===== config.mk =====
export PLATFORM = sky130hd
export DESIGN_NAME = m_sr_irq_sync
export DESIGN_NICKNAME = d
export VERILOG_FILES = /design/src/rtl/m_sr_irq_sync.sv
export SDC_FILE = /design/constraint.sdc
export NUM_CORES = 1
export LEC_CHECK = 0
export ABC_AREA = 1
export BUFFER_PORTS_ARGS = -buffer_cell sky130_fd_sc_hd__buf_2
export CORE_MARGIN = 2
export CORE_UTILIZATION = 40
export CTS_CLUSTER_DIAMETER = 100
export CTS_CLUSTER_SIZE = 14
export DETAILED_ROUTE_END_ITERATION = 10
export GPL_ROUTABILITY_DRIVEN = 0
export REMOVE_ABC_BUFFERS = 1
export SLEW_MARGIN = 0
export SYNTH_ARGS = -nofsm -noshare
export SYNTH_HDL_FRONTEND = slang
export SYNTH_SLANG_ARGS = --single-unit
export TNS_END_PERCENT = 100

===== constraint.sdc =====
create_clock -name MasterClock -period 2.1 [get_ports MasterClock]
set_clock_uncertainty 0.2 [all_clocks]
set_input_delay 0.42 -clock MasterClock [delete_from_list [all_inputs] [get_ports MasterClock]]
set_output_delay 0.42 -clock MasterClock [all_outputs]
set_load 0.01 [all_outputs]

===== src/rtl/m_sr_irq_sync.sv =====
// m_sr_irq_sync: brings the asynchronous Q output of a NAND set/reset flag latch
// into the MasterClock domain and turns each set event into a level interrupt
// request. Once the request is acknowledged, the block pulses the latch's
// active-low R input (ClrL). It then re-checks the latch after the synchronizer
// has settled, counts serviced events and flags a source that stays set.
module m_sr_irq_sync #(
    parameter int SYNC_STAGES = 2,
    parameter int CLR_CYCLES  = 2,
    parameter int CNT_WIDTH   = 4
) (
    input  logic                 MasterClock,
    input  logic                 RESETL,
    input  logic                 Q,
    input  logic                 Ack,
    output logic                 Irq,
    output logic                 ClrL,
    output logic                 Overrun,
    output logic [CNT_WIDTH-1:0] EvtCount
);

    // One down-counter serves both the clear pulse and the synchronizer settle time
    localparam int SETTLE_CYCLES = SYNC_STAGES + 1;
    localparam int CNT_MAX       = (CLR_CYCLES > SETTLE_CYCLES) ? CLR_CYCLES : SETTLE_CYCLES;
    localparam int CW            = $clog2(CNT_MAX + 1);

    localparam logic [CW-1:0] CLR_LOAD    = CW'(CLR_CYCLES);
    localparam logic [CW-1:0] SETTLE_LOAD = CW'(SETTLE_CYCLES);
    localparam logic [CW-1:0] CNT_ONE     = CW'(1);

    typedef enum logic [1:0] {
        IDLE     = 2'd0,
        REQ      = 2'd1,
        CLEAR    = 2'd2,
        WAIT_LOW = 2'd3
    } state_t;

    state_t               state;
    logic [CW-1:0]        phaseCnt;
    logic                 fromAck;
    logic [SYNC_STAGES-1:0] syncQ;
    logic                 qs;
    logic                 qsD;
    logic                 rise;

    // Saturating increment for the event counter
    function automatic logic [CNT_WIDTH-1:0] satInc(input logic [CNT_WIDTH-1:0] v);
        logic [CNT_WIDTH-1:0] r;
        r = v;
        if (v != {CNT_WIDTH{1'b1}}) begin
            r = v + 1'b1;
        end
        return r;
    endfunction

    assign qs   = syncQ[SYNC_STAGES-1];
    assign rise = qs & ~qsD;

    // Synchronizer chain on the asynchronous latch output plus edge-detect delay
    always_ff @(posedge MasterClock or negedge RESETL) begin
        if (!RESETL) begin
            syncQ <= '0;
            qsD   <= 1'b0;
        end else begin
            syncQ <= {syncQ[SYNC_STAGES-2:0], Q};
            qsD   <= qs;
        end
    end

    // Request/clear FSM with registered Irq/ClrL and the event bookkeeping
    always_ff @(posedge MasterClock or negedge RESETL) begin
        if (!RESETL) begin
            state    <= CLEAR;
            phaseCnt <= CLR_LOAD;
            fromAck  <= 1'b0;
            Irq      <= 1'b0;
            ClrL     <= 1'b0;
            Overrun  <= 1'b0;
            EvtCount <= '0;
        end else begin
            case (state)
                IDLE: begin
                    if (rise) begin
                        state    <= REQ;
                        Irq      <= 1'b1;
                        EvtCount <= satInc(EvtCount);
                    end
                end
                REQ: begin
                    if (Ack) begin
                        state    <= CLEAR;
                        phaseCnt <= CLR_LOAD;
                        fromAck  <= 1'b1;
                        Irq      <= 1'b0;
                        ClrL     <= 1'b0;
                    end
                end
                CLEAR: begin
                    if (phaseCnt == CNT_ONE) begin
                        state    <= WAIT_LOW;
                        phaseCnt <= SETTLE_LOAD;
                        ClrL     <= 1'b1;
                    end else begin
                        phaseCnt <= phaseCnt - 1'b1;
                    end
                end
                WAIT_LOW: begin
                    if (phaseCnt == CNT_ONE) begin
                        // Latch state is now fully through the synchronizer
                        fromAck <= 1'b0;
                        if (qs) begin
                            state    <= REQ;
                            Irq      <= 1'b1;
                            EvtCount <= satInc(EvtCount);
                            if (fromAck) begin
                                Overrun <= 1'b1;
                            end
                        end else begin
                            state <= IDLE;
                        end
                    end else begin
                        phaseCnt <= phaseCnt - 1'b1;
                    end
                end
                default: begin
                    state <= IDLE;
                    Irq   <= 1'b0;
                    ClrL  <= 1'b1;
                end
            endcase
        end
    end

endmodule


==> results_tabular.tex <==
\begin{tabular}{lr}
\hline
Metric & Value \\
\hline
\multicolumn{2}{l}{\textbf{Outcome}} \\
\quad Result of the run & finished clean \\
\multicolumn{2}{l}{\textbf{Die}} \\
\quad Die X-Extent & $\sim$52 um \\
\quad Overall die area & between 2000 and 3000 sq um \\
\quad Vertical extent of the die & 52.1 um \\
\quad Row count & 17 \\
\quad Std-Cell Core Area & about 2200 sq um \\
\quad Io pins & 11 \\
\quad Initial cell density of the core & 41.9\% \\
\multicolumn{2}{l}{\textbf{Setup path}} \\
\quad Maximum cell stage delay along the critical path & around 0.58 ns \\
\quad Critical path endpoint category & flip-flop \\
\quad Chain of cells forming the critical path & inv\_1 > ha\_1 > nand2\_2 > inv\_1 > nor3\_4 > nand2\_1 > o21ai\_0 \\
\quad Critical path depth in cells & 7 \\
\quad Data arrival time of the critical path & about 1.8 ns \\
\quad Capture instance of the worst register-to-register path & phaseCnt[1] \\
\quad Maximum fanout along the worst path & 5 \\
\quad Cell mode on critical path & sky130\_fd\_sc\_hd\_\_inv\_1 \\
\quad Count of buffer and inverter cells on the critical path & 2 \\
\quad Critical path class & reg -> reg \\
\quad CP Launch Type & flip-flop \\
\quad Dominant delay contributor by cell family on the critical path & flip-flops \\
\quad Data required time of the worst path & roughly 2.1 ns \\
\quad Beginning of the worst register-to-register path & state[1] \\
\quad Worst path slowest cell & sky130\_fd\_sc\_hd\_\_dfstp\_2 \\
\quad Reg2reg setup slack & 0.38 ns \\
\quad Reg2Reg Depth & 7 \\
\multicolumn{2}{l}{\textbf{Pwr}} \\
\quad Fraction of power consumed by combinational cells & between 50\% and 60\% \\
\quad Power, Total & roughly 1500 uW \\
\quad Power dissipated by switching net loads & 686 uW \\
\quad Power Dens Cells & between 1000 and 1500 nW/um\^{}2 \\
\quad Share of total power in sequential cells & approximately a third \\
\quad VDD IR max & $\sim$0.56 mV \\
\quad Cell internal pwr & around 800 uW \\
\quad Switching share of power & a little under half \\
\quad Leakage power summed over all cells & slightly below 0.0006 uW \\
\quad Portion of total power attributed to the clock network & 11.6\% \\
\multicolumn{2}{l}{\textbf{Final layout}} \\
\quad Filler cells & around 240 \\
\quad Final core area utilization & a little under half \\
\quad Final antenna diode count & 0 \\
\quad Fin nets & 139 \\
\quad Storage element area & $\sim$380 sq um \\
\quad Area growth, synth to finish & 13.2\% \\
\quad Final non-filler cell area & about 1000 sq um \\
\quad Share of layout cells above drive strength 1 & between 20\% and 30\% \\
\quad Footprint of the multi-input gates & roughly 480 sq um \\
\multicolumn{2}{l}{\textbf{Yosys}} \\
\quad Synth async-reset ratio & 100\% \\
\quad Ranking of synthesized cells by instance count & 25 x sky130\_fd\_sc\_hd\_\_nand2\_1, 18 x sky130\_fd\_sc\_hd\_\_inv\_1, 13 x sky130\_fd\_sc\_hd\_\_dfrtp\_1 \\
\quad EDFF count, synth & 0 \\
\quad Synth top area share & about a third \\
\quad Average size of a mapped cell & 8.58 sq um \\
\quad Distinct cells, synth & 21 \\
\quad Most used flip-flop cell after synthesis & sky130\_fd\_sc\_hd\_\_dfrtp\_1 \\
\quad Seq/Total Area, Yosys & 40.8\% \\
\quad Most area-consuming cells after synthesis & sky130\_fd\_sc\_hd\_\_dfrtp\_1 35\%, sky130\_fd\_sc\_hd\_\_ha\_1 15\%, sky130\_fd\_sc\_hd\_\_nand2\_1 10\% \\
\quad Yosys synthesis warning count & 0 \\
\quad Number of cells produced by synthesis & 108 \\
\quad Combined area of all synthesized cells & about 900 sq um \\
\quad Cell type with the highest aggregate area in the netlist & sky130\_fd\_sc\_hd\_\_dfrtp\_1 \\
\quad Cell with the most instances after synthesis & sky130\_fd\_sc\_hd\_\_nand2\_1 \\
\quad Seq cells post-synth & 15 \\
\multicolumn{2}{l}{\textbf{GRT}} \\
\quad Via count of the first global-routing pass & 758 \\
\quad Pin count of the biggest net entering global routing & 16 \\
\quad Leftover overflow at the end of global routing & 0 \\
\quad Overall Global Routing Usage & about 15\% \\
\quad Global-route wire length before repair & approximately 3000 um \\
\quad Number of antenna violations at the first check in global routing & 0 \\
\multicolumn{2}{l}{\textbf{Detailed routing}} \\
\quad Total wire length & 1780 um \\
\quad DR vias & 744 \\
\quad Routed length per placed instance & roughly 12 um \\
\quad First-pass iteration count of the detailed router & 4 \\
\quad Drt initial violations & 7 \\
\quad Vias per std cell & 4.93 \\
\quad Number of design rule violations left after detail routing & 0 \\
\quad Routed Antenna Nets & 0 \\
\multicolumn{2}{l}{\textbf{Min path}} \\
\quad Source of the worst hold timing path & Q \\
\quad Worst Hold Path EP & syncQ[0] \\
\quad Class of the worst hold path & in -> reg \\
\quad WHS Path Cells & 1 \\
\multicolumn{2}{l}{\textbf{Place}} \\
\quad Placed wire-length estimate & roughly 1400 um \\
\quad Total placed instance area & roughly 1000 sq um \\
\quad Buffers added on ports & 10 \\
\multicolumn{2}{l}{\textbf{Clocking}} \\
\quad Clk slew on worst S/H paths & around 0.090 ns \\
\quad Number of buffers created by CTS & 3 \\
\quad Count of buffers added by post-CTS timing repair for setup & 0 \\
\quad CTS tree & done \\
\quad Clk sink count & 15 \\
\quad Clk Tree Root Cell & sky130\_fd\_sc\_hd\_\_clkbuf\_4 \\
\quad Clock tree buffer depth & 2 \\
\quad CTS H-tree depth & 1 \\
\quad Clk\_lat worst skew & $\sim$0.3 ns \\
\multicolumn{2}{l}{\textbf{STA}} \\
\quad Final TNS setup & 0 ns \\
\quad Shortest clock period the worst path allows after layout & about 1.7 ns \\
\quad Total count of max-transition violations in the final report & 0 \\
\quad Setup Viol. Count Final & 0 \\
\quad Slew Limit Headroom & between 70\% and 80\% \\
\quad Actual slew at the worst max-slew pin & around 0.35 ns \\
\quad Crit share post-route & between 80 and 90\% \\
\quad Final Hold Fails & 0 \\
\quad Setup repair after global routing missed its margin & false \\
\quad Highest clock frequency the design can meet & between 0.5 and 0.6 GHz \\
\multicolumn{2}{l}{\textbf{Flow run}} \\
\quad Number of maximum-capacitance constraint violations & 0 \\
\hline
\end{tabular}
state kept, by name, indices dropped and copies added (netlist names):
signal / flops
ClrL: 1
EvtCount: 4
state: 2
phaseCnt: 2
Irq: 1
Overrun: 1
qsD: 1
fromAck: 1
syncQ: 2
layer usage:
metal / GRT usage, % / vias to the layer above / wire length (um)
li1: - / 376 / -
met1: 16.5 / 348 / 806
met2: 26.4 / 13 / 853
met3: 3.16 / 7 / 63
met4: 8.97 / 0 / 55
met5: 0 / - / 0
cells in the final DEF (no fill, tap or decap), types with 2 or more instances in the layout:
| master | Yosys | routed |
|---|---|---|
| sky130_fd_sc_hd__nand3_1 | 4 | 4 |
| sky130_fd_sc_hd__nand4_1 | 3 | 3 |
| sky130_fd_sc_hd__nor2_1 | 7 | 7 |
| sky130_fd_sc_hd__o21ai_1 | 3 | 3 |
| sky130_fd_sc_hd__o21ai_0 | 6 | 6 |
| sky130_fd_sc_hd__buf_2 | 0 | 10 |
| sky130_fd_sc_hd__dfrtp_1 | 13 | 13 |
| sky130_fd_sc_hd__nand2_1 | 25 | 25 |
| sky130_fd_sc_hd__clkbuf_4 | 0 | 3 |
| sky130_fd_sc_hd__a21oi_1 | 2 | 2 |
| sky130_fd_sc_hd__nand2_2 | 4 | 4 |
| sky130_fd_sc_hd__inv_1 | 18 | 18 |
| sky130_fd_sc_hd__dfstp_2 | 2 | 2 |
| sky130_fd_sc_hd__nand3_2 | 2 | 2 |
| sky130_fd_sc_hd__ha_1 | 11 | 11 |
layout make-up:
| class | count | share of cell area (%) |
|---|---|---|
| clock inverter | 1 | 0.477 |
| inverter | 18 | 6.44 |
| multi-input combinational | 75 | 45.9 |
| tap | 28 | 3.34 |
| clock buffer | 3 | 2.15 |
| timing repair buffer | 11 | 5.72 |
| sequential | 15 | 36.0 |
through the flow:
stage	cells	worst slack, ns	hold WS (ns)
after detailed placement	146	0.385	0.140
after floorplan	108	0.563	-0.0756
after global routing	151	0.259	0.0109
after CTS	151	0.367	0.0115
final	151	0.375	0.0215
after global placement	146	0.459	0.138
power by group through the flow:
stage / Clock [uW] / Sequential (uW) / Combinational [uW]
floorplan: 0 / 529 / 587
global placement: 0 / 515 / 784
detailed placement: 0 / 521 / 805
CTS: 182 / 518 / 813
global route: 188 / 535 / 912
finish: 173 / 516 / 799
repair_timing:
item | CTS | global route
resized for setup | 0 | 0
endpoints found under the hold margin | 13 | 0
hold buffers | 1 | 0
worst max path at each step:
stage	startpoint	end	slack, ns
global route	state[0]	state[0]	0.26
detailed placement	state[0]	EvtCount[2]	0.39
finish	state[1]	phaseCnt[1]	0.38
floorplan	state[1]	Irq	0.56
CTS	state[1]	phaseCnt[1]	0.37
global placement	state[1]	fromAck	0.46
cells by family (layout without fill, tap and decap cells):
family / count (synthesis) / count (layout) / synth area share [%]
AND/OR/NAND/NOR: 48 / 48 / 25.9
flip-flops: 15 / 15 / 40.8
adder cells (fa/ha/maj): 11 / 11 / 14.8
buffers and inverters: 18 / 33 / 7.29
AO/OA/AOI/OAI: 15 / 15 / 10.3
XOR/XNOR: 1 / 1 / 0.945
No activity file was read; power rests on OpenSTA's default activity.
